File: src/rtl/rice_bit_encoder_if.sv
// Handshake/bus bundle for the serial Rice encoder.
// The iStall wire exists only when RICE_STALL_EN is defined.
interface rice_bit_encoder_if #(
   parameter int DATA_WIDTH  = 16,
   parameter int PARAM_WIDTH = 4
);
   logic                   iValid;
   logic                   oReady;
   logic [DATA_WIDTH-1:0]  iData;
   logic [PARAM_WIDTH-1:0] iRiceParam;
   logic                   oData;
   logic                   oValid;
   logic                   oDone;
`ifdef RICE_STALL_EN
   logic                   iStall;
`endif

   modport master (
      output iValid, iData, iRiceParam,
`ifdef RICE_STALL_EN
      output iStall,
`endif
      input  oReady, oData, oValid, oDone
   );

   modport slave (
      input  iValid, iData, iRiceParam,
`ifdef RICE_STALL_EN
      input  iStall,
`endif
      output oReady, oData, oValid, oDone
   );
endinterface

File: src/rtl/rice_bit_encoder.sv
// Serial Rice encoder: zig-zag maps a signed residual and emits unary q, a 0, then k bits.
// Optional output stall is enabled by defining RICE_STALL_EN.
module rice_bit_encoder #(
   parameter int DATA_WIDTH  = 16,
   parameter int PARAM_WIDTH = 4,
   parameter int CNT_WIDTH   = 16
) (
   input  logic       iClock,
   input  logic       iReset,
   rice_bit_encoder_if.slave io,
   output logic [1:0] o_dbg_state
);
   localparam logic [PARAM_WIDTH-1:0] K_MAX = PARAM_WIDTH'(14);
   localparam int SW = $clog2(DATA_WIDTH + 1);

   typedef enum logic [1:0] {
      S_IDLE   = 2'd0,
      S_UNARY  = 2'd1,
      S_STOP   = 2'd2,
      S_BINARY = 2'd3
   } state_t;

   state_t                 r_state;
   logic [CNT_WIDTH-1:0]   r_cnt;
   logic [PARAM_WIDTH-1:0] r_k;
   logic [DATA_WIDTH-1:0]  r_sh;
   logic                   r_data;
   logic                   r_valid;
   logic                   r_done;

   logic                   w_stall;
   logic                   w_ready;
   logic                   w_accept;
   logic [DATA_WIDTH-1:0]  w_u;
   logic [PARAM_WIDTH-1:0] w_k;
   logic [DATA_WIDTH-1:0]  w_q;
   logic [DATA_WIDTH-1:0]  w_sh;

`ifdef RICE_STALL_EN
   assign w_stall = io.iStall;
`else
   assign w_stall = 1'b0;
`endif

   // Handshake: a residual is taken on a rising edge where iValid && oReady. oReady is
   // high in IDLE or while the last bit of a codeword is shown, so codewords chain gaplessly.
   assign w_ready  = ((r_state == S_IDLE) || r_done) && !w_stall;
   assign w_accept = io.iValid && w_ready;

   assign w_u  = {io.iData[DATA_WIDTH-2:0], 1'b0} ^ {DATA_WIDTH{io.iData[DATA_WIDTH-1]}};
   assign w_k  = (io.iRiceParam > K_MAX) ? K_MAX : io.iRiceParam;
   assign w_q  = w_u >> w_k;
   // Remainder left-aligned so the binary phase always shifts out of the MSB.
   assign w_sh = (w_u & ~({DATA_WIDTH{1'b1}} << w_k)) << (SW'(DATA_WIDTH) - SW'(w_k));

   always_ff @(posedge iClock or negedge iReset) begin
      if (!iReset) begin
         r_state <= S_IDLE;
         r_cnt   <= '0;
         r_k     <= '0;
         r_sh    <= '0;
         r_data  <= 1'b0;
         r_valid <= 1'b0;
         r_done  <= 1'b0;
      end else if (!w_stall) begin
         if (w_accept) begin
            r_k     <= w_k;
            r_sh    <= w_sh;
            r_valid <= 1'b1;
            if (w_q != '0) begin
               r_state <= S_UNARY;
               r_cnt   <= CNT_WIDTH'(w_q);
               r_data  <= 1'b1;
               r_done  <= 1'b0;
            end else begin
               r_state <= S_STOP;
               r_cnt   <= '0;
               r_data  <= 1'b0;
               r_done  <= (w_k == '0);
            end
         end else if (r_done || (r_state == S_IDLE)) begin
            r_state <= S_IDLE;
            r_data  <= 1'b0;
            r_valid <= 1'b0;
            r_done  <= 1'b0;
         end else begin
            case (r_state)
               S_UNARY: begin
                  if (r_cnt == CNT_WIDTH'(1)) begin
                     r_state <= S_STOP;
                     r_data  <= 1'b0;
                     r_done  <= (r_k == '0);
                  end else begin
                     r_cnt <= r_cnt - CNT_WIDTH'(1);
                  end
               end
               S_STOP: begin
                  r_state <= S_BINARY;
                  r_cnt   <= CNT_WIDTH'(r_k);
                  r_data  <= r_sh[DATA_WIDTH-1];
                  r_sh    <= r_sh << 1;
                  r_done  <= (r_k == PARAM_WIDTH'(1));
               end
               S_BINARY: begin
                  r_cnt  <= r_cnt - CNT_WIDTH'(1);
                  r_data <= r_sh[DATA_WIDTH-1];
                  r_sh   <= r_sh << 1;
                  r_done <= (r_cnt == CNT_WIDTH'(2));
               end
               default: begin
                  r_state <= S_IDLE;
                  r_data  <= 1'b0;
                  r_valid <= 1'b0;
                  r_done  <= 1'b0;
               end
            endcase
         end
      end
   end

   assign io.oReady   = w_ready;
   assign io.oData    = r_data;
   assign io.oValid   = r_valid;
   assign io.oDone    = r_done;
   assign o_dbg_state = r_state;
endmodule
File: src/flat_wrapper.sv
// flat-port wrapper written by rule: the top's interface ports become plain ports
module rice_bit_encoder_flat 
#(
   parameter int DATA_WIDTH  = 16,
   parameter int PARAM_WIDTH = 4,
   parameter int CNT_WIDTH   = 16
)
  (iClock, iReset, o_dbg_state, io_iValid, io_iData, io_iRiceParam, io_oReady, io_oData, io_oValid, io_oDone);
  rice_bit_encoder_if #(.DATA_WIDTH(DATA_WIDTH), .PARAM_WIDTH(PARAM_WIDTH)) io_i ();
  input  logic iClock;
  input  logic iReset;
  output logic [1:0] o_dbg_state;
  input wire logic [$bits(io_i.iValid)-1:0] io_iValid;
  input wire logic [$bits(io_i.iData)-1:0] io_iData;
  input wire logic [$bits(io_i.iRiceParam)-1:0] io_iRiceParam;
  output wire logic [$bits(io_i.oReady)-1:0] io_oReady;
  output wire logic [$bits(io_i.oData)-1:0] io_oData;
  output wire logic [$bits(io_i.oValid)-1:0] io_oValid;
  output wire logic [$bits(io_i.oDone)-1:0] io_oDone;
  assign io_i.iValid = io_iValid;
  assign io_i.iData = io_iData;
  assign io_i.iRiceParam = io_iRiceParam;
  assign io_oReady = io_i.oReady;
  assign io_oData = io_i.oData;
  assign io_oValid = io_i.oValid;
  assign io_oDone = io_i.oDone;
  rice_bit_encoder #(.DATA_WIDTH(DATA_WIDTH), .PARAM_WIDTH(PARAM_WIDTH), .CNT_WIDTH(CNT_WIDTH)) u_core (.iClock(iClock), .iReset(iReset), .io(io_i), .o_dbg_state(o_dbg_state));
endmodule
File: config.mk
export PLATFORM = sky130hd
export DESIGN_NAME = rice_bit_encoder_flat
export DESIGN_NICKNAME = d
export VERILOG_FILES = /design/src/rtl/rice_bit_encoder_if.sv /design/src/rtl/rice_bit_encoder.sv /design/src/flat_wrapper.sv
export SDC_FILE = /design/constraint.sdc
export NUM_CORES = 1
export LEC_CHECK = 0
export ABC_AREA = 1
export CAP_MARGIN = 20
export CORE_UTILIZATION = 55
export DETAILED_ROUTE_END_ITERATION = 16
export GPL_ROUTABILITY_DRIVEN = 0
export PLACE_DENSITY = 0.8
export SYNTH_ARGS = -nofsm -noshare
export SYNTH_HDL_FRONTEND = slang
export SYNTH_SLANG_ARGS = --single-unit
File: constraint.sdc
create_clock -name iClock -period 1.9 [get_ports iClock]
set_input_delay 0.57 -clock iClock [delete_from_list [all_inputs] [get_ports iClock]]
set_output_delay 0.57 -clock iClock [all_outputs]
set_load 0.03 [all_outputs]
==> results of run 1 <==
## synthesized netlist by cell type, drive strengths merged
cell type,count
a31oi,9
buf,21
o21ai,71
ha,10
mux2i,1
o22ai,7
nand3b,1
o211ai,4
xnor2,2
nand3,91
nand4,8
xor2,4
nor4,3
o22a,1
clkbuf,14
nand2,234
o31a,1
clkinv,1
dfrtp,41
a32o,1
o21bai,2
a2bb2oi,1
inv,70
nor2,71
nor3,5
or2,4
a21oi,28
a22oi,3
o311ai,1
## cells by family after synthesis
group	synth area share
xor+xnor	0.0127
fa+ha+maj	0.0303
buf+inv	0.110
flops	0.248
mux	0.00242
compound gates	0.171
simple gates	0.426
## repair_timing
action                     CTS
gates resized for setup    236
pin swaps                   87
setup endpoints to repair   40
setup buffers               19
cloned                       5
## metrics by stage
stage / hold slack, ns / std cells / setup slack [ns] / setup TNS (ns) / area [um2]
after floorplan: 0.274 / 710 / -0.551 / -7.08 / 4300
after global placement: 0.469 / 915 / -0.809 / -22.89 / 5340
after detailed placement: 0.470 / 915 / -0.857 / -25.28 / 5340
after CTS: 0.241 / 946 / -0.107 / -0.415 / 6360
==> impl_results.md, run 1 <==
- Hold_buf cts: 0
- Die Ht: 88.7 um
- Exit stage: global routing
- Sequential fraction of the synthesis area: 0.248
- Die X: 88.7 um
- Clock root buffer: clkbuf_8
- IO Port Bufs: 28
- Synth Net Count: 743
- Pin count of the biggest net entering global routing: 42
- Worst_ep kind: register data pin
- Synth top area cells: dfrtp_1, nand2_1, nand3_1
- Dominant cell type by area after synthesis: dfrtp_1
- Total CTS buffers: 5
- Initial Util: 0.570
- H-tree depth: 2
- #FFs+latches synth: 41
- Status: did not finish
- Dpl hpwl: 9990 um
- Mapped cell area: 0.00413 mm2
- Top-area cell type share of the netlist area: 0.248
- Cell Rows: 31
- Synth unique cells: 41
- Ys Warns: 0
- Clock tree buffer depth: 2
- Synth Area per Inst: 5.82 um2
- Ports: 29
- Syn Inst Count: 710
- Stop Error: [ERROR DPL-0038] Utilization greater than 100%, impossible to legalize
- Post-GRT worst EP: u_core.r_sh[4]$_DFFE_PN0P_/D
- Clock sink total: 41
==> run 2, diff against run 1 <==
--- a/config.mk
+++ b/config.mk
@@ -7,10 +7,10 @@
 export LEC_CHECK = 0
 export ABC_AREA = 1
 export CAP_MARGIN = 20
-export CORE_UTILIZATION = 55
+export CORE_UTILIZATION = 40
 export DETAILED_ROUTE_END_ITERATION = 16
 export GPL_ROUTABILITY_DRIVEN = 0
-export PLACE_DENSITY = 0.8
+export PLACE_DENSITY_LB_ADDON = 0.15
 export SYNTH_ARGS = -nofsm -noshare
 export SYNTH_HDL_FRONTEND = slang
 export SYNTH_SLANG_ARGS = --single-unit
==> constraint.sdc (replaced) <==
create_clock -name iClock -period 2.5 [get_ports iClock]
set_input_delay 0.75 -clock iClock [delete_from_list [all_inputs] [get_ports iClock]]
set_output_delay 0.75 -clock iClock [all_outputs]
set_load 0.03 [all_outputs]
==> impl_results.md, run 2 <==
- Largest registers: u_core.r_cnt x16, u_core.r_sh x16, u_core.r_k x4
- Grt ovf: 0
- Pwr/cell area: 851 mW/mm2
- Tmin final: 2.36 ns
- Clock root buffer: clkbuf_8
- Die area: 0.0107 mm2
- Main combinational cell family by area after synthesis: simple AND/OR/NAND/NOR gates
- H-tree depth: 2
- Reg2reg start: u_core.r_cnt[8]$_DFFE_PN0P_
- Max Freq: 0.424 GHz
- Post-synth top flop: dfrtp_1
- Post-route worst setup slack: 0.140 ns
- Antenna Nets Post-Route: 0
- Most frequent cells in the layout: nand2_1, nand3_1, buf_4
- Simple-gate portion of the synthesized area: 0.426
- Sequential fraction of the synthesis area: 0.248
- Die X: 104 um
- Total GRT Usage: 0.233
- Vias in the first global route: 4536
- Unrepaired setup endpoints after global routing: yes
- Final WL: 12200 um
- Worst Hold Depth: 2
- Max-Cap Viols: 0
- Hold_buf cts: 0
- Overall power: 4.49 mW
- Ys Warns: 0
- Via/cell ratio: 5.25
- Hold WS: 0.488 ns
- Final period util: 0.944
- Beginning of the critical path: u_core.o_dbg_state[0]$_DFFE_PN0P_
- Area delta synth->final: 27.7%
- Synth top area cells: dfrtp_1, nand2_1, nand3_1
- Fin. max-slew vios: 0
- Clock Skew: 0.0118 ns
- Util after Layout: 0.533
- Final Hold Viols: 0
- Startpoint types: flip-flop
- Ys async rst share: 1.00
- Top-area cell type share of the netlist area: 0.248
- Ports: 29
- Clock tree buffer depth: 2
- Clk slew on worst S/H paths: 0.10 ns
- Number of flops mapped to enable cells by yosys: 0
- Leak Pwr: 2.62 nW
- Post-synthesis mux area share: 0.00242
- Adder-cell share of the synthesized area: 0.0303
- Core area: 0.00991 mm2
- Commonest non-fill, non-tap cell in the layout: nand2_1
- Pre-CTS WS: -0.460 ns
- Dpl hpwl: 9610 um
- Initial Util: 0.417
- Antenna violations before repair: 0
- Clock sink total: 41
- Hold path start: u_core.io.oValid$_DFFE_PN0P_
- Worst rel slew slack: 0.620
- Top cells by count, synth: nand2_1, nand3_1, nor2_1, inv_1, o21ai_0
- XOR/XNOR share of the synthesized area: 0.0127
- Crit Path Class: flip-flop to output pin
- Die Ht: 104 um
- Cells on worst reg2reg path: 9
- TritonRoute pass-1 iters: 5
- Total number of vias: 4858
- Mapped cell area: 0.00413 mm2
- #FFs+latches synth: 41
- Dominant cell type by area after synthesis: dfrtp_1
- IO Port Bufs: 28
- Max VDD drop: 0.413 mV
- Fraction of layout cells with a size suffix above 1: 0.168
- # DRC: 0
- # fillers: 1013
- Total CTS buffers: 5
- Diodes inserted: 0
- CTS tree: done
- Synth Area per Inst: 5.82 um2
- Status: finished, final reports clean
- Critical path data arrival time: 1.61 ns
- Syn Inst Count: 710
- Later-pin clock latency in the skew report: 0.29 ns
- Synth Net Count: 743
- Required time of the critical path: 1.75 ns
- Post-synthesis compound-gate area fraction: 0.171
- Synth unique cells: 41
- Initial drt markers: 367
- Final #Nets: 825
- CP Max Fanout: 5
- Drt wl/cell: 13.1 um
- Final setup violation count: 0
- Worst-margin pin slew: 0.569 ns
- Pin count of the biggest net entering global routing: 42
- Top-count cell post-synth: nand2_1
- Worst Hold Class: flip-flop to flip-flop
- First-pass GRT wire length: 20900 um
- Cell Rows: 36
- Critical Path Sink Type: output pin
## run 2: cell counts after synthesis
Identical to the previous run, type by type.
## run 2: power by group
part / total, mW / internal, mW / switching (mW)
sequential: 1.23 / 0.993 / 0.241
clock: 0.657 / 0.402 / 0.255
combinational: 2.60 / 1.02 / 1.58
total: 4.49 / 2.41 / 2.08
## run 2: metal layers
| metal | up-vias | track usage | share of wire |
|---|---|---|---|
| li1 | 2496 | - | - |
| met1 | 2221 | 0.324 | 0.48 |
| met2 | 125 | 0.384 | 0.46 |
| met3 | 16 | 0.0220 | 0.037 |
| met4 | 0 | 0.0653 | 0.016 |
| met5 | - | 0 | 0 |
## run 2: kinds of logic (layout without fill, tap and decap cells)
kind of cell	count (synthesis)	in the layout
AOI/OAI and AO/OA	129	129
xor gates and xnor gates	6	6
buffers and inverters	106	189
muxes	1	1
and+or+nand+nor	417	417
DFF	41	41
adders and majority gates	10	10
## run 2: path summary, 6_finish.rpt
check                                                     to  slack, ns
setup / recovery                                   io_oReady       0.14
min in group asynchronous        u_core.r_cnt[5]$_DFFE_PN0P_       0.51
hold reg to reg                 u_core.io.oValid$_DFFE_PN0P_       0.49
max in group asynchronous  u_core.o_dbg_state[0]$_DFFE_PN0P_       1.58
hold / removal                  u_core.io.oValid$_DFFE_PN0P_       0.49
setup reg to reg                u_core.r_cnt[13]$_DFFE_PN0P_       0.34
## run 2: through the flow
| stage | cell area (um2) | cells | setup TNS, ns |
|---|---|---|---|
| finish | 5280 | 926 | 0 |
| global route | 5280 | 926 | -0.0441 |
| CTS | 5190 | 926 | 0 |
| detailed placement | 5040 | 918 | -9.64 |
| global placement | 5040 | 918 | -8.54 |
| floorplan | 4170 | 710 | -0.689 |
## run 2: layout make-up
type,count,area [um2],area share
repair buffers,110,911,0.173
inverters,71,269,0.0510
well taps,133,166,0.0315
flip-flops and latches,41,1030,0.195
multi-input cells,563,2770,0.524
clock inverters,3,68.8,0.0130
clock buffers,5,68.8,0.0130
## run 2: timing repair
| item | in CTS | in global routing |
|---|---|---|
| endpoints found under the setup margin | 20 | 17 |
| pin swaps | 1 | 3 |
| endpoints found under the hold margin | 0 | 0 |
| gates resized for setup | 11 | 28 |
| setup buffers | 0 | 0 |
## run 2: worst max-delay path, stage by stage (launching register included)
cell	delay, ns
dfrtp_2	0.42
inv_1	0.07
ha_1	0.19
nor2_1	0.19
inv_2	0.08
dlygate4sd2_1	0.36
No activity file was read; power rests on OpenSTA's default activity.
